## src/rtl/perf_counter_mmio_pkg.sv

```systemverilog
// Shared types, register-map constants and small decode helpers for the
// performance-counter MMIO responder.
package perf_pkg;

    typedef enum logic [1:0] {
        IDLE   = 2'd0,
        ACCESS = 2'd1,
        DONE   = 2'd2
    } perf_state_t;

    localparam logic [6:0] CTRL_OFS        = 7'h40;
    localparam int         CTRL_FREEZE_BIT = 0;
    localparam int         CTRL_CLEAR_BIT  = 1;
    localparam int         CTR_STRIDE      = 4;

    // Word index of an in-window byte offset; CTRL lands on index 16,
    // which never collides with a counter index.
    function automatic logic [4:0] ofs_to_idx(input logic [6:0] ofs);
        return 5'(ofs / 7'(CTR_STRIDE));
    endfunction

    // Expand the four store byte lanes into a 32-bit bit mask.
    function automatic logic [31:0] be_to_mask(input logic [3:0] be);
        return {{8{be[3]}}, {8{be[2]}}, {8{be[1]}}, {8{be[0]}}};
    endfunction

endpackage

```

## src/rtl/perf_counter_mmio_event_counter.sv

```systemverilog
// One performance counter: clear beats store, store beats the event
// increment, and freeze only suppresses the increment.
module perf_event_counter
    import perf_pkg::*;
#(
    parameter int CTR_W = 32
) (
    input  logic             clk,
    input  logic             rst,
    input  logic [1:0]       inc,
    input  logic             freeze,
    input  logic             clr,
    input  logic             wr_en,
    input  logic [CTR_W-1:0] wr_data,
    input  logic [3:0]       wr_be,
    output logic [CTR_W-1:0] value
);

    logic [CTR_W-1:0] value_q;
    logic [CTR_W-1:0] value_d;
    logic [CTR_W-1:0] mask_s;
    logic [CTR_W-1:0] merged_s;
    logic [31:0]      mask32_s;

    // Byte-lane merge of store data over the current count.
    always_comb begin
        mask32_s = be_to_mask(wr_be);
        mask_s   = mask32_s[CTR_W-1:0];
        merged_s = (wr_data & mask_s) | (value_q & ~mask_s);
    end

    // Next-count selection in priority order.
    always_comb begin
        value_d = value_q;
        if (clr) begin
            value_d = {CTR_W{1'b0}};
        end else if (wr_en) begin
            value_d = merged_s;
        end else if (!freeze) begin
            value_d = value_q + CTR_W'(inc);
        end else begin
            value_d = value_q;
        end
    end

    // Count register.
    always_ff @(posedge clk or posedge rst) begin
        if (rst) begin
            value_q <= {CTR_W{1'b0}};
        end else begin
            value_q <= value_d;
        end
    end

    assign value = value_q;

endmodule

```

## src/rtl/perf_counter_mmio.sv

```systemverilog
// Memory-mapped performance counters on the data-memory port: window decode,
// snapshot read mux, three-state access FSM and the CTRL (freeze/clear) register.
module perf_counter_mmio
    import perf_pkg::*;
#(
    parameter int          NUM_CTRS  = 8,
    parameter int          CTR_W     = 32,
    parameter logic [31:0] BASE_ADDR = 32'hFFFF_FF00
) (
    input  logic                clk,
    input  logic                rst,
    input  logic                IF_ID_invalidate,
    input  logic                ID_EX_invalidate,
    input  logic [NUM_CTRS-2:0] event_pulse,
    input  logic                mem_read,
    input  logic                mem_write,
    input  logic [31:0]         mem_address,
    input  logic [31:0]         mem_wdata,
    input  logic [3:0]          mem_byte_enable,
    output logic                addr_hit,
    output logic [31:0]         mem_rdata,
    output logic                mem_resp
);

    perf_state_t state_q, state_d;
    logic        op_write_q, op_write_d;
    logic [6:0]  ofs_q, ofs_d;
    logic [31:0] wdata_q, wdata_d;
    logic [3:0]  be_q, be_d;
    logic [31:0] rdata_q, rdata_d;
    logic        resp_q, resp_d;
    logic        freeze_q, freeze_d;

    logic [CTR_W-1:0] ctr_val_s [NUM_CTRS];
    logic [1:0]       ctr_inc_s [NUM_CTRS];
    logic [4:0]       rd_idx_s;
    logic [6:0]       req_ofs_s;
    logic [31:0]      rd_val_s;
    logic             req_s;
    logic             commit_s;
    logic             ctrl_hit_s;
    logic             clr_s;
    logic             unused_s;

    assign addr_hit  = (mem_address[31:7] == BASE_ADDR[31:7]);
    assign req_s     = (mem_read | mem_write) & addr_hit;
    assign req_ofs_s = {mem_address[6:2], 2'b00};
    assign rd_idx_s  = ofs_to_idx(req_ofs_s);

    assign commit_s   = (state_q == ACCESS) & op_write_q;
    assign ctrl_hit_s = (ofs_q == CTRL_OFS);
    assign clr_s      = commit_s & ctrl_hit_s & be_q[0] & wdata_q[CTRL_CLEAR_BIT];
    assign unused_s   = ^{mem_address[1:0], wdata_q};

    // Snapshot mux: registered counter values as they stand before this edge.
    always_comb begin
        rd_val_s = 32'h0000_0000;
        for (int i = 0; i < NUM_CTRS; i++) begin
            if (rd_idx_s == 5'(i)) begin
                rd_val_s = 32'(ctr_val_s[i]);
            end else begin
                rd_val_s = rd_val_s;
            end
        end
        if (req_ofs_s == CTRL_OFS) begin
            rd_val_s = {31'h0000_0000, freeze_q};
        end else begin
            rd_val_s = rd_val_s;
        end
    end

    // Access FSM: capture in IDLE, respond in ACCESS, one dead cycle in DONE.
    always_comb begin
        state_d    = state_q;
        op_write_d = op_write_q;
        ofs_d      = ofs_q;
        wdata_d    = wdata_q;
        be_d       = be_q;
        rdata_d    = 32'h0000_0000;
        resp_d     = 1'b0;
        freeze_d   = freeze_q;
        case (state_q)
            IDLE: begin
                if (req_s) begin
                    state_d    = ACCESS;
                    op_write_d = mem_write & ~mem_read;
                    ofs_d      = req_ofs_s;
                    wdata_d    = mem_wdata;
                    be_d       = mem_byte_enable;
                    resp_d     = 1'b1;
                    rdata_d    = mem_read ? rd_val_s : 32'h0000_0000;
                end else begin
                    state_d = IDLE;
                end
            end
            ACCESS: begin
                state_d = DONE;
                if (commit_s && ctrl_hit_s && be_q[0]) begin
                    freeze_d = wdata_q[CTRL_FREEZE_BIT];
                end else begin
                    freeze_d = freeze_q;
                end
            end
            DONE: begin
                state_d = IDLE;
            end
            default: begin
                state_d = IDLE;
            end
        endcase
    end

    // FSM, latched request and registered response outputs.
    always_ff @(posedge clk or posedge rst) begin
        if (rst) begin
            state_q    <= IDLE;
            op_write_q <= 1'b0;
            ofs_q      <= 7'h00;
            wdata_q    <= 32'h0000_0000;
            be_q       <= 4'h0;
            rdata_q    <= 32'h0000_0000;
            resp_q     <= 1'b0;
            freeze_q   <= 1'b0;
        end else begin
            state_q    <= state_d;
            op_write_q <= op_write_d;
            ofs_q      <= ofs_d;
            wdata_q    <= wdata_d;
            be_q       <= be_d;
            rdata_q    <= rdata_d;
            resp_q     <= resp_d;
            freeze_q   <= freeze_d;
        end
    end

    assign mem_resp  = resp_q;
    assign mem_rdata = rdata_q;

    for (genvar g = 0; g < NUM_CTRS; g++) begin : g_ctr
        if (g == 0) begin : g_flush
            assign ctr_inc_s[g] = {1'b0, IF_ID_invalidate} + {1'b0, ID_EX_invalidate};
        end else begin : g_event
            assign ctr_inc_s[g] = {1'b0, event_pulse[g-1]};
        end

        perf_event_counter #(
            .CTR_W(CTR_W)
        ) u_ctr (
            .clk    (clk),
            .rst    (rst),
            .inc    (ctr_inc_s[g]),
            .freeze (freeze_q),
            .clr    (clr_s),
            .wr_en  (commit_s && (ofs_to_idx(ofs_q) == 5'(g))),
            .wr_data(wdata_q[CTR_W-1:0]),
            .wr_be  (be_q),
            .value  (ctr_val_s[g])
        );
    end

endmodule

```

## config.mk

```make
export PLATFORM = sky130hd
export DESIGN_NAME = perf_counter_mmio
export DESIGN_NICKNAME = d
export VERILOG_FILES = /design/src/rtl/perf_counter_mmio_pkg.sv /design/src/rtl/perf_counter_mmio_event_counter.sv /design/src/rtl/perf_counter_mmio.sv
export SDC_FILE = /design/constraint.sdc
export NUM_CORES = 1
export LEC_CHECK = 0
export CELL_PAD_IN_SITES_DETAIL_PLACEMENT = 2
export CELL_PAD_IN_SITES_GLOBAL_PLACEMENT = 2
export CORE_ASPECT_RATIO = 1.75
export CORE_MARGIN = 2
export CORE_UTILIZATION = 42
export CTS_CLUSTER_SIZE = 10
export DETAILED_ROUTE_END_ITERATION = 10
export PLACE_DENSITY_LB_ADDON = 0.1
export SYNTH_ARGS = -nofsm -noshare
export SYNTH_HDL_FRONTEND = slang
export SYNTH_HIERARCHICAL = 1
export SYNTH_SLANG_ARGS = --single-unit
export TNS_END_PERCENT = 50
```

## constraint.sdc

```tcl
create_clock -name clk -period 4.62 [get_ports clk]
set_input_delay 0.924 -clock clk [delete_from_list [all_inputs] [get_ports clk]]
set_output_delay 0.924 -clock clk [all_outputs]
set_load 0.02 [all_outputs]
```

* Yosys cells after proc, flatten, opt, wreduce, memory -nomap -nowiden
Cells that the tools add are included.
** Storage, ports and cells
- Register bits :: 334
- Input port bits :: 81
- Output and inout bits :: 34
- Logic and storage cells :: 132
** Cells by class
- $add $sub $neg :: 9
- Eq/ne operators :: 26
- Multiplexer cells :: 40
- Bitwise gates (word level) :: 26
- Reductions and logical operators :: 15
** Operator list (count)
- 32-bit two-way mux :: 36
- 32-bit AND :: 9
- 32-bit bitwise OR :: 8
- 32-bit by 1-bit adder with 32-bit output :: 7
- 5-bit by 3-bit == test with 1-bit output, second input constant :: 8
- 32-bit by 2-bit adder with 32-bit output :: 1
- 32-bit NOT :: 1
- 25-bit == test, second input constant :: 1
- 3-bit by 1-bit inequality test with 1-bit output, second input constant :: 8
- 5-bit by 2-bit == test with 1-bit output, second input constant :: 4
- 5-bit by 1-bit == test with 1-bit output, second input constant :: 2
- 5-bit == test, second input constant :: 2
- 1-bit logical AND :: 10
- 5-bit zero test :: 2
- 1-bit AND :: 6
- 2-bit case mux with 2 select lines :: 1
- 2-bit AND reduction :: 2
- 1-bit two-way mux :: 3
- 1-bit by 1-bit adder with 2-bit output :: 1
- 2-bit by 1-bit == test with 1-bit output, second input constant :: 1
- 2-bit zero test :: 1
- 1-bit NOT :: 1
- 1-bit bitwise OR :: 1

* Logic depth before layout (Yosys ltp)
Gate-level depths: netlist of the first run.
- Word-level depth :: 13
- Mapped depth :: 10
- Depth with buffers taken out :: 9

* Modules after synthesis
The synthesis of the first run kept the hierarchy.
** Modules (own cells, without submodules)
- perf_event_counter at g_ctr[4].u_ctr ... :: times used 4, cells an instance 273, area each 2341.0 um^2, seq. area each 800.8 um^2
- perf_event_counter at g_ctr[1].u_ctr ... :: times used 3, cells an instance 273, area each 2258.4 um^2, seq. area each 800.8 um^2
- perf_counter_mmio :: times used 1, cells an instance 404, area each 5037.3 um^2, seq. area each 1951.9 um^2
- perf_event_counter at g_ctr[0].u_ctr :: times used 1, cells an instance 319, area each 2551.2 um^2, seq. area each 800.8 um^2

* Least setup slack after synthesis of the first run
OpenSTA, ideal clock, no wires.
- Path type :: register to register
- From :: register state_q[1]
- To :: register g_ctr[0].u_ctr.value_q[13]
- Arrival time :: 2952 ps
- Data required time :: 4485 ps
- Slack :: 1533 ps
- Cell stages (with the launch flop) :: 9
- Path buffers :: 3
- Period minus slack after synthesis :: 3087 ps
- Cell sequence :: dfrtp_1 nand3b_1 or3_4 or4_4 nor2_1 clkbuf_1 clkbuf_1 clkbuf_1 o22ai_1
** On the way
- Word-level cells in the longest chain between the ends :: 6
- Elaborated cells between the ends (all ways) :: 9
** Ends and longest elaborated chain
- start: declaration :: RTL line perf_counter_mmio.sv:25 : perf_state_t state_q, state_d;
- start signal: assignment :: RTL line perf_counter_mmio.sv:125 : state_q <= state_d;
- 2-bit by 1-bit == test with 1-bit output (*) :: RTL line perf_counter_mmio.sv:50 : assign commit_s = (state_q == ACCESS) & op_write_q;
- 1-bit AND (*) :: RTL line perf_counter_mmio.sv:50
- 1-bit AND (*) (3 in a row) :: RTL line perf_counter_mmio.sv:52 : assign clr_s = commit_s & ctrl_hit_s & be_q[0] & wdata_q[CTRL_CLEAR_BIT];
- net clr_s :: RTL line perf_counter_mmio.sv:42 : logic clr_s;
- 3-bit by 1-bit inequality test with 1-bit output (no source line) / 32-bit two-way mux (equally long branches)
- end signal: assignment :: RTL line perf_counter_mmio_event_counter.sv:49 : value_q <= {CTR_W{1'b0}};
- end signal: assignment :: RTL line perf_counter_mmio_event_counter.sv:51 : value_q <= value_d;
- end: declaration :: RTL line perf_counter_mmio_event_counter.sv:19 : logic [CTR_W-1:0] value_q;
Mark *: on every way through the listed nets, which the timed path passes. The rest lies on a longest branch.
A chain may end at the register's enable or synchronous reset.

* Worst setup path after layout of the first run
- From :: input mem_address[15]
- To :: output addr_hit
** On the way
- Word-level cells in the longest chain between the ends :: 1
** Ends and longest elaborated chain
- start: declaration :: RTL line perf_counter_mmio.sv:17 : input logic [31:0] mem_address,
- 25-bit == test :: RTL line perf_counter_mmio.sv:45 : assign addr_hit = (mem_address[31:7] == BASE_ADDR[31:7]);
- end: declaration :: RTL line perf_counter_mmio.sv:20 : output logic addr_hit,
No other way between the ends.

==> results of run 1 <==
registers in the layout, indices dropped and copies added, names as in the netlist:
name and cells:
be_q 4, freeze_q 1, ofs_q 5, wdata_q 32
op_write_q 1, mem_resp 1, mem_rdata 32, state_q 2
g_ctr.u_ctr/value 256
cell type report:
class	count	area [um2]
tap	702	878
fill	5992	29200
multi-input combinational	2082	14400
clock buffer	55	1120
antenna	12	30.0
inverter	72	272
sequential	334	8360
timing repair buffer	179	1680
clock inverter	2	17.5
through the flow:
step / cells / cell area, um2
2_1_floorplan: 2647 / 23800
3_5_place_dp: 3369 / 25600
3_3_place_gp: 3369 / 25600
6_report: 3438 / 26800
5_1_grt: 3428 / 26800
4_1_cts: 3426 / 26800
synth_stat cells, types with 15 or more instances:
library cell and number:
nor3_1 80, o211ai_1 27, and3_1 29, a21oi_1 147, clkbuf_1 92, a32oi_1 15, a31oi_1 47, a22oi_1 72
and2_1 25, nand2_1 234, mux2i_1 49, o22ai_1 39, nand3_1 111, a211oi_1 36, nand4_1 96, nor3b_1 24
o21ai_0 149, ha_1 17, buf_2 31, nor2_1 211, xnor2_1 22, o311ai_0 19, nand2b_1 29, inv_1 69
xor2_1 36, nor2b_1 19, dfrtp_1 334, nor4_1 43, mux2_2 82, mux4_2 49
power groups by stage:
stage / logic (uW) / clock network (uW) / registers (uW)
after floorplan: 1340 / 0 / 3700
after global placement: 1680 / 0 / 4170
after detailed placement: 1820 / 0 / 4200
after CTS: 1850 / 3070 / 4150
after global routing: 2050 / 3160 / 4220
final: 1880 / 3040 / 4200
worst register-to-register path, stage by stage, from the launching register on:
cell	delay, ns
dfrtp_1	0.40
nand3b_1	0.23
or3_4	0.40
or4_4	0.53
nor2_4	0.58
buf_12	0.46
nand2b_1	0.43
nand4_1	0.14
a21oi_1	0.21
a2111oi_2	0.06
final timing paths:
check,startpoint,end,depth (start not counted)
max,mem_address[15],addr_hit,5
min,state_q[0],state_q[1],1
max reg2reg,state_q[1],g_ctr[5].u_ctr/value[18],9
min reg2reg,state_q[0],state_q[1],1
max in group asynchronous,rst,g_ctr[2].u_ctr/value[8],3
min in group asynchronous,rst,wdata_q[21],2
cells by family after synthesis:
group                      count (synthesis)  synth area share, %
xor gates and xnor gates                  58                 2.14
DFF                                      334                 35.2
muxes                                    183                 10.8
and+or+nand+nor                         1068                 24.9
AOI/OAI and AO/OA                        734                 21.0
buffers and inverters                    231                 4.40
adders and majority gates                 25                 1.57
other                                      1               0.0158
metal layers:
layer	vias to the layer above	GRT usage, %	routed length [um]
met5	-	0	37
met4	6	49.7	17200
met3	659	8.59	7770
met2	1234	73.9	64000
met1	12900	44.1	42000
li1	10300	-	-
==> results by group, run 1 <==
Critical path
  • Worst setup EP type: output port
  • CP max-delay cell: clkdlybuf4s50_1
  • Data arrival, critical path: 2.83 ns
  • Worst path buffer plus inverter count: 2
  • Crit-path max FO: 4
  • CP Cell Sequence: clkdlybuf4s50_1, nand4_1, nor4_2, and2_1, clkdlybuf4s50_1
  • R2R setup slack: 1.05 ns
  • Worst endpoint required time: 3.70 ns
  • Kind of critical path: input pin to output port
  • Most common cell on crit path: clkdlybuf4s50_1
  • Startpoint Class: input pin
  • Delay-heaviest family, CP: buffers and inverters
  • Slowest stage delay, CP: 0.61 ns

Clock network
  • Clk_lat worst skew: 0.59 ns
  • Resize count post-CTS: 0
  • CTS tree: done
  • Buffers inserted by post-CTS timing repair: 0
  • CTS root buffer: clkbuf_16
  • CTS sink cnt: 334
  • Buffer depth of the longest clock path: 3
  • Post-CTS Hold Fix Bufs: 0
  • H-tree depth: 2
  • Number of buffers created by CTS: 40
  • Clock-pin slew on the worst setup and hold paths: 0.06 ns

Power
  • P_int: 5740 uW
  • Psw: 3380 uW
  • Seq pwr share: 46.1%
  • Logic pwr share: 20.6%
  • Pwr dens: 340 mW/mm2
  • Worst VDD drop: 0.000358 V
  • Leakage: 0.00992 uW
  • Sw frac: 37.0%
  • Clock share of power: 33.3%
  • Tot Pwr: 9120 uW

Cells and area
  • Most frequent cells in the layout: dfrtp_1 (332), nand2_1 (234), nor2_1 (204)
  • Post-layout net count: 2815
  • Commonest non-fill, non-tap cell in the layout: dfrtp_1
  • Core Util, Final: 47.9%
  • Area delta synth->final: 13.0%
  • Share of cells above drive strength 1: 13.3%

Synth
  • Distinct cells, synth: 93
  • Yosys top cell by area: dfrtp_1
  • Synth Cell Area: 0.0237 mm2
  • Post-synth ARST share: 100%
  • Synth Area per Inst: 9.01 um2
  • Sequential area share after synthesis: 35.2%
  • Synth Register Bits: 334
  • Number of synthesized flops with an enable pin: 0
  • Synth area leaders: dfrtp_1 (35%), mux4_2 (4.7%), mux2_2 (3.9%)
  • Yosys warns: 6
  • Post-synthesis cell count: 2634
  • Synth top area share: 35.2%
  • Top_reg_cell synth: dfrtp_1

Detailed routing
  • Residual DRC: 0
  • Avg WL per Cell: 38.1 um
  • Post-detailed-route count of antenna-violating nets: 0
  • DR iter-0 viols: 1979
  • Via count: 25100
  • Drt pass-1 iters: 6
  • Via density per instance: 7.30
  • WL final: 131000 um

Floorplanning
  • Die X: 184 um
  • Die Y: 318 um
  • # IOs: 115
  • Row count: 115
  • Starting Density: 42.4%
  • Core area: 0.0560 mm2
  • Total die area: 0.0585 mm2

STA
  • RSZ-0062 raised after global routing: no
  • Minimum clock period: 3.75 ns
  • Max-slew headroom: 11.8%
  • Fin crit share: 81.2%
  • Least-Margin Pin Slew: 1.32 ns
  • Worst Skew: 0.0302 ns
  • Final number of setup-violating endpoints: 0
  • Final setup TNS: 0 ns
  • Worst Hold Slack: 0.548 ns
  • Fin. max-slew vios: 0
  • F_max: 266 MHz
  • Final Hold Viols: 0
  • Final worst slack: 0.866 ns

GRT
  • Grt ovf: 0
  • Largest net degree at the start of global routing: 92
  • Vias in the first global route: 27500
  • First-pass GRT wire length: 190000 um
  • Initial antenna violation count: 12
  • GRT Resource Usage Total: 44.7%

Placement
  • Post-Place Setup Slack: 0.859 ns
  • Dpl hpwl: 91800 um
  • PortBufs: 112
  • Global placer's final weighted congestion: 0.985

Flow run
  • Max-cap viol count: 0

Status
  • Status: finished clean

Min path
  • Class of the worst hold path: flop to flop
No activity file was read; power rests on OpenSTA's default activity.
==> inputs of run 2 (changes only) <==
- CORE_UTILIZATION: 42 -> 35
- clock period: 4.62 -> 3.01 ns (I/O delays scaled with it)
==> run 2 against run 1 <==
- first-iteration DRC count is 17% lower
- largest cell class unchanged
- hold slack better by 0.00081 ns
- critical path depth up 5
==> results by group, run 2 (synthesis gave the netlist of run 1 again) <==
Status
  • Status: finished clean

Clock network
  • CTS tree: done
  • H-tree depth: 2
  • Clk_lat worst skew: 0.60 ns
  • Number of buffers created by CTS: 41
  • Clock-pin slew on the worst setup and hold paths: 0.06 ns
  • CTS sink cnt: 334
  • CTS root buffer: clkbuf_16
  • Post-CTS Hold Fix Bufs: 0
  • Buffer depth of the longest clock path: 3

Critical path
  • CP max-delay cell: or4_4
  • Kind of critical path: flop to flop
  • Worst setup EP type: flop
  • Crit path launch: state_q[1]
  • Crit-path max FO: 24
  • Crit path depth: 10
  • Worst path buffer plus inverter count: 3
  • Delay-heaviest family, CP: simple AND/OR/NAND/NOR gates
  • Worst reg2reg path depth: 10
  • Startpoint Class: flop
  • Data arrival, critical path: 3.40 ns
  • Most common cell on crit path: buf_12
  • Slowest stage delay, CP: 0.53 ns
  • Worst endpoint required time: 3.49 ns
  • Critical R2R Launch: state_q[1]
  • CP Cell Sequence: nand3b_1, or3_4, or4_4, nor2_4, buf_12, inv_1, nand2_1, buf_12, o21ai_0, a21o_1

Power
  • Psw: 5270 uW
  • Seq pwr share: 42.9%
  • Pwr dens: 501 mW/mm2
  • Sw frac: 36.4%
  • P_int: 9200 uW
  • Leakage: 0.0110 uW
  • Logic pwr share: 23.7%
  • Worst VDD drop: 0.000389 V
  • Tot Pwr: 14500 uW
  • Clock share of power: 33.4%

GRT
  • First-pass GRT wire length: 203000 um
  • Initial antenna violation count: 8
  • Largest net degree at the start of global routing: 63
  • GRT Resource Usage Total: 40.0%
  • Vias in the first global route: 28500
  • Grt ovf: 0

Floorplanning
  • # IOs: 115
  • Starting Density: 35.2%
  • Row count: 126
  • Die X: 201 um
  • Total die area: 0.0700 mm2
  • Core area: 0.0673 mm2
  • Die Y: 348 um

Detailed routing
  • M1 WL: 46700 um
  • Via density per instance: 6.72
  • Post-detailed-route count of antenna-violating nets: 0
  • DR iter-0 viols: 1637
  • Top layer in use: met5
  • Routed met3 length: 7770 um
  • Drt pass-1 iters: 5
  • Avg WL per Cell: 36.9 um
  • Routed wl met2: 70600 um
  • Via count: 25800
  • WL final: 141000 um
  • Residual DRC: 0

Min path
  • Hold depth: 2
  • Class of the worst hold path: flop to flop
  • Hold path startpoint: op_write_q

Placement
  • Dpl hpwl: 107000 um
  • Post-DP Area: 0.0276 mm2
  • Global placer's final weighted congestion: 0.991
  • PortBufs: 112
  • Placed cells: 3766

Cells and area
  • Final Cell Area: 0.0289 mm2
  • Area delta synth->final: 21.8%
  • Post-layout net count: 3024
  • Share of cells above drive strength 1: 19.6%
  • Most frequent cells in the layout: dfrtp_1 (332), buf_4 (252), nand2_1 (232)
  • Layout Cells excl Fill: 3837
  • Max reg flops: 256
  • Commonest non-fill, non-tap cell in the layout: dfrtp_1
  • Core Util, Final: 42.9%
  • Filler instances: 7533

STA
  • Final setup TNS: 0 ns
  • Worst Skew: 0.0187 ns
  • Final Hold Viols: 0
  • Max-slew headroom: 18.6%
  • F_max: 343 MHz
  • Final number of setup-violating endpoints: 0
  • RSZ-0062 raised after global routing: no
  • Minimum clock period: 2.92 ns
  • Fin. max-slew vios: 0
  • Least-Margin Pin Slew: 1.21 ns
  • Fin crit share: 97.0%

Flow run
  • Max-cap viol count: 0
==> run 2: cell count changes in the layout (fill, tap and decap cells not counted), sizes merged <==
cell	change
inv	-2
clkbuf	+7
buf	+207
diode	-7
==> run 2: worst min-delay path, cell delays in order (launching register included) <==
cell and delay, ns:
dfrtp_1 0.38, inv_1 0.05, mux2i_1 0.07
==> run 2: metrics by stage <==
| stage | setup slack (ns) | hold WS, ns |
|---|---|---|
| CTS | 0.0179 | 0.558 |
| global placement | -0.260 | 0.511 |
| global route | 0.000180 | 0.575 |
| detailed placement | -0.385 | 0.546 |
| finish | 0.0912 | 0.548 |
| floorplan | 0.132 | 0.493 |
==> run 2: final cells by class <==
class | instances | area, um2 | share of cell area, %
Clock buffer | 61 | 1180 | 4.09
Antenna cell | 5 | 12.5 | 0.0433
Tap cell | 896 | 1120 | 3.88
Multi-Input combinational cell | 2082 | 14500 | 50.0
Sequential cell | 334 | 8360 | 28.9
Inverter | 72 | 272 | 0.940
Timing Repair Buffer | 387 | 3490 | 12.1
==> run 2: path summary, 6_finish.rpt <==
kind                                            to  slack [ns]
max in group asynchronous              wdata_q[18]        1.85
min reg2reg                             op_write_q        0.55
max                        g_ctr[1].u_ctr/value[4]        0.09
min                                     op_write_q        0.55
min in group asynchronous              wdata_q[15]        0.58
max reg2reg                g_ctr[1].u_ctr/value[4]        0.09
==> run 2: what timing repair did <==
item	4_1_cts	5_1_grt
gates cloned	0	1
buffers inserted	0	4
setup endpoints to repair	2	9
pin swaps	0	1
gates resized for setup	2	4
==> run 2: power by group through the flow <==
stage,sequential [uW],clock (uW),combinational [uW]
global placement,6200,0,3160
CTS,6180,4940,3360
global route,6250,5060,3690
finish,6210,4840,3420
detailed placement,6250,0,3340
floorplan,5680,0,2060
==> run 2: layer usage <==
layer	GRT usage, %	vias up
li1	-	10700
met1	38.6	13500
met2	70.9	1029
met3	7.52	570
met4	38.7	4
met5	0	-
==> inputs of run 3 (changes only) <==
- CAP_MARGIN: unset -> 20
==> results of run 3 <==
Final layout, timing and power as in run 2 (identical DEF).
==> RTL edit 1 (settings of run 2) <==
`be_q` no longer has a reset.
--- a/src/rtl/perf_counter_mmio.sv
+++ b/src/rtl/perf_counter_mmio.sv
@@ -117,7 +117,6 @@
             op_write_q <= 1'b0;
             ofs_q      <= 7'h00;
             wdata_q    <= 32'h0000_0000;
-            be_q       <= 4'h0;
             rdata_q    <= 32'h0000_0000;
             resp_q     <= 1'b0;
             freeze_q   <= 1'b0;
@@ -126,11 +125,14 @@
             op_write_q <= op_write_d;
             ofs_q      <= ofs_d;
             wdata_q    <= wdata_d;
-            be_q       <= be_d;
             rdata_q    <= rdata_d;
             resp_q     <= resp_d;
             freeze_q   <= freeze_d;
         end
+    end
+
+    always_ff @(posedge clk) begin
+        be_q <= be_d;
     end
 
     assign mem_resp  = resp_q;
Behaviour: no difference found for any inputs over 4 cycles, from zero or initial values and one cycle with rst high; that may be too few to reach the edited logic, so the function may still have changed.
==> RTL edit 1 against run 2 <==
Cell count grew 0.68%. Non-clock buffer count decreased by 42. Wire length fell by 0.39%. Clock power grew 3%. Power up 0.34%. Sequential cell count did not move. Sequential power up 1%. Count of clock-buffer cells in the layout rose by 3. Final area is 0.76% lower. Sequential share of layout area increased by 0.28 points. Setup slack worse by 0.0021 ns. Synthesized area rose by 0.54%. Via count up 0.74%. Critical path type unchanged. Critical endpoint is now g_ctr[0].u_ctr/value[2]$_DFFE_PP0P_. Largest cell class unchanged. Largest power group unchanged.
==> RTL edit 1: results (changes against run 2) <==
metric,value,unit,change
port buffer count,112,,unchanged
final wirelength,141000,um,about the same
Int Power,9.17,mW,was 9.20 mW
crit-path max FO,20,,was 24
placed cell area,27300,sq um,"was 27,600 sq um"
Reg-to-Reg End,g_ctr[0].u_ctr/value[2]$_DFFE_PP0P_,,was g_ctr[1].u_ctr/value[4]$_DFFE_PP0P_
dpl ws,-0.306,ns,was -0.385 ns
outcome,completed,,unchanged
GRT Overall Usage,39.4,%,was 40.0%
Post-DP HPWL,105000,um,"was 107,000 um"
gpl congestion,0.983,,was 0.991
initial antenna violation count,5,,was 8
wire length on met1,47700,um,"was 46,700 um"
final critical-path required period,2.92,ns,about the same
Vias,26000,,was 25.8k
Pre-antenna DRT Iters,8,,was 5
asr flop ratio synth,98.8,%,was 100%
hold path cells,1,,was 2
worst clock skew,0.0263,ns,was 0.0187 ns
post-synth cell types,91,,was 93
fillers,7590,,"was 7,533"
Met3 Routed Length,6760,um,was 7770 um
first-pass GRT wire length,202000,um,"was 203,000 um"
dominant cells by area after synthesis,"dfrtp_1 (35%), mux2_2 (5.0%), o21ai_0 (4.2%)",,"was dfrtp_1 (35%), mux4_2 (4.7%), mux2_2 (3.9%)"
largest net degree at the start of global routing,75,,was 63
VDD IR max,0.434,mV,was 0.389 mV
met2 wire len,70400,um,"was 70,600 um"
hold path endpoint,state_q[1]$_DFF_PP0_,,was op_write_q$_DFFE_PP0P_
DRT iter0 DRCs,1720,,"was 1,637"
share of cells above drive strength 1,18.1,%,was 19.6%
Num CTS Buffers,42,,was 41
post-synthesis sequential area ratio,35.1,%,was 35.2%
Worst slew margin,17.5,%,was 18.6%
vias in the first global route,28500,,about the same
Final Net Count,3046,,"was 3,024"
Top Metal Used,met5,,unchanged
Post-synth EDFFs,4,,was 0
worst r2r src,state_q[1]$_DFF_PP0_,,unchanged
CP Data Arrival Time,3.37,ns,was 3.40 ns
Static Leak,11.1,nW,was 11.0 nW
Hold Crit Start,state_q[1]$_DFF_PP0_,,was op_write_q$_DFFE_PP0P_
"top cells by count, synth","dfrtp_1 (330), nand2_1 (236), o21ai_0 (202)",,"was dfrtp_1 (334), nand2_1 (234), nor2_1 (211)"
RTL edit 1: area by class of cell:
cell class / instances / area, sq um / area share (%)
Antenna cell: 3 / 7.51 / 0.0262
Clock buffer: 64 / 1200 / 4.20
Clock inverter: 4 / 26.3 / 0.0916
Inverter: 69 / 264 / 0.921
Multi-Input combinational cell: 2148 / 14600 / 50.8
Sequential cell: 334 / 8380 / 29.2
Tap cell: 896 / 1120 / 3.91
Timing Repair Buffer: 345 / 3110 / 10.8
RTL edit 1: worst max-delay path by stage:
stage	end
floorplan	g_ctr[0].u_ctr/value[13]$_DFFE_PP0P_
global placement	g_ctr[1].u_ctr/value[28]$_DFFE_PP0P_
detailed placement	g_ctr[1].u_ctr/value[28]$_DFFE_PP0P_
CTS	g_ctr[0].u_ctr/value[18]$_DFFE_PP0P_
global route	g_ctr[6].u_ctr/value[18]$_DFFE_PP0P_
finish	g_ctr[0].u_ctr/value[2]$_DFFE_PP0P_
RTL edit 1: worst max-delay path, stage by stage, from the launching register on:
cell and delay [ns]:
dfrtp_1 0.40, nand3b_1 0.20, or3_1 0.40, or4_4 0.54
nor2_4 0.23, buf_12 0.22, buf_12 0.19, clkinvlp_4 0.22
buf_4 0.21, o21ai_0 0.07, a311oi_1 0.07
RTL edit 1: cell families (layout without fill, tap and decap cells):
kind of cell	count (synthesis)	after routing	synth area share [%]
AOI/OAI and AO/OA	831	831	23.8
xor gates and xnor gates	58	58	2.13
adders and majority gates	25	25	1.56
buffers and inverters	236	482	4.35
DFF	334	334	35.1
muxes	203	203	9.15
other	1	17	0.0157
and+or+nand+nor	1017	1017	23.8
RTL edit 1: metal layers:
layer  vias up  global-route usage (%)
met3       514                    6.07
met4         2                    38.1
met1     13600                    39.1
li1      10900                       -
met2       964                    69.5
met5         -                       0
RTL edit 1: timing repair:
action                                  CTS  global route
setup buffers                             0             5
endpoints found under the setup margin    1            28
gates cloned                              0             2
gates resized for setup                   1             5
pin swaps                                 0             1
RTL edit 1: stage by stage:
step	TNS, ns	instances	hold slack (ns)
global placement	-2.26	3785	0.434
finish	0	3863	0.468
floorplan	0	2718	0.416
detailed placement	-3.47	3785	0.457
CTS	0	3853	0.465
global route	-0.0136	3860	0.493
RTL edit 1: power groups by stage:
stage,registers (mW),logic [mW],clock network [mW]
after floorplan,5.70,2.01,0
after global placement,6.26,3.01,0
after detailed placement,6.31,3.21,0
after CTS,6.23,3.24,5.04
after global routing,6.32,3.56,5.18
final,6.27,3.28,4.97
==> RTL edit 2 (config.mk and constraints of run 2) <==
Made on the original files. `CTR_W` is set to 32 in 2 places; all go to 28.
--- a/src/rtl/perf_counter_mmio_event_counter.sv
+++ b/src/rtl/perf_counter_mmio_event_counter.sv
@@ -3,7 +3,7 @@
 module perf_event_counter
     import perf_pkg::*;
 #(
-    parameter int CTR_W = 32
+    parameter int CTR_W = 28
 ) (
     input  logic             clk,
     input  logic             rst,
--- a/src/rtl/perf_counter_mmio.sv
+++ b/src/rtl/perf_counter_mmio.sv
@@ -4,7 +4,7 @@
     import perf_pkg::*;
 #(
     parameter int          NUM_CTRS  = 8,
-    parameter int          CTR_W     = 32,
+    parameter int          CTR_W     = 28,
     parameter logic [31:0] BASE_ADDR = 32'hFFFF_FF00
 ) (
     input  logic                clk,
Check against the original RTL: same outputs for any inputs over 4 cycles, from zero or initial values and one cycle with rst high; that may be too few to reach the edited logic, so the function may still have changed.
==> RTL edit 2 against run 2 <==
Critical endpoint is now addr_hit. Critical path depth down 5. Sequential share of layout area down 0.81 points. Synthesized area down 9.2%. Sequential cell count down 41. Wire length down 12%. Setup slack worse by 0.084 ns. Non-clock buffer count down 61. Power down 8.4%. Cell count down 6.7%. Final area down 9.7%. Clock power down 9.9%. Via count down 6.2%. Highest routed layer unchanged.
==> RTL edit 2: results (changes against run 2) <==
metric,value,unit,change
vias in the first global route,26300,,was 28.5k
invs w/o clock,59,,was 72
Antenna diodes,3,,was 5
Synth Area in XOR/XNOR,0.569,%,was 2.14%
post-synth cell types,86,,was 93
Worst path max stage delay,0.60,ns,was 0.53 ns
clk cell area share,4.12,%,was 4.09%
port buffer count,104,,was 112
Synth top area share,34.0,%,was 35.2%
Placed Cells,3507,,"was 3,766"
worst clock skew,0.0243,ns,was 0.0187 ns
final critical-path required period,3.00,ns,was 2.92 ns
outcome,completed,,unchanged
Seq cells,293,,was 334
Worst Setup SP,mem_address[14],,was state_q[1]$_DFF_PP0_
largest net degree at the start of global routing,53,,was 63
Hold Crit Start,be_q[1]$_DFFE_PP0P_,,was op_write_q$_DFFE_PP0P_
worst r2r path cells,11,,was 10
DR vias/cell,6.76,,was 6.72
share of cells above drive strength 1,14.4,%,was 19.6%
hold path endpoint,be_q[1]$_DFFE_PP0P_,,was op_write_q$_DFFE_PP0P_
fin cells,3579,,"was 3,837"
Register Area,7340,sq um,was 8360 sq um
Static Leak,9.65,nW,was 11.0 nW
CP Data Arrival Time,2.40,ns,was 3.40 ns
max FFs per register,224,,was 256
Final Net Count,2868,,"was 3,024"
crit-path max FO,2,,was 24
Synth Area in Compound Gates,26.9,%,was 21.0%
DRT iter0 DRCs,1874,,"was 1,637"
multiplexer area fraction after synthesis,7.59,%,was 10.8%
final hold slack,0.530,ns,was 0.548 ns
GRT Overall Usage,38.6,%,was 40.0%
comb_multi_in,2045,,"was 2,082"
initial antenna violation count,3,,was 8
Synth Area in Adders,1.73,%,was 1.57%
number of non-clock buffers,326,,was 387
Synth Warn #,6,,unchanged
first-pass GRT wire length,180000,um,"was 203,000 um"
total die area,63600,sq um,"was 70,000 sq um"
Reg-to-Reg End,g_ctr[4].u_ctr/value[22]$_DFFE_PP0P_,,was g_ctr[1].u_ctr/value[4]$_DFFE_PP0P_
multi-input combinational cell area,13400,sq um,"was 14,500 sq um"
Post-DP HPWL,91700,um,"was 107,000 um"
fraction of area in multi-input gates,51.2,%,was 50.0%
gpl congestion,0.980,,was 0.991
fillers,6836,,"was 7,533"
-- RTL edit 2: cell count changes after synthesis, sizes merged, moves of 37 or more --
cell	before	now
a22oi	72	32
a31oi	47	107
clkbuf	96	151
dfrtp	334	293
mux2	85	48
mux2i	49	100
mux4	49	1
o211ai	27	70
-- RTL edit 2: per-layer routing --
layer	up-vias	share of wire [%]	global-route usage [%]
met2	945	48	63.6
met4	4	11	35.6
met5	-	0.022	0
met3	409	5.0	5.62
met1	12600	36	42.3
li1	10300	-	-
-- RTL edit 2: what timing repair did --
action,in CTS,in global routing
gates resized for setup,4,14
endpoints found under the setup margin,12,56
buffers inserted,0,7
pin swaps,0,1
gates cloned,0,2
-- RTL edit 2: report_power, final --
group	switching (mW)	internal (mW)
clock network	1.97	2.39
logic	1.88	1.34
registers	1.23	4.45
total	5.08	8.17
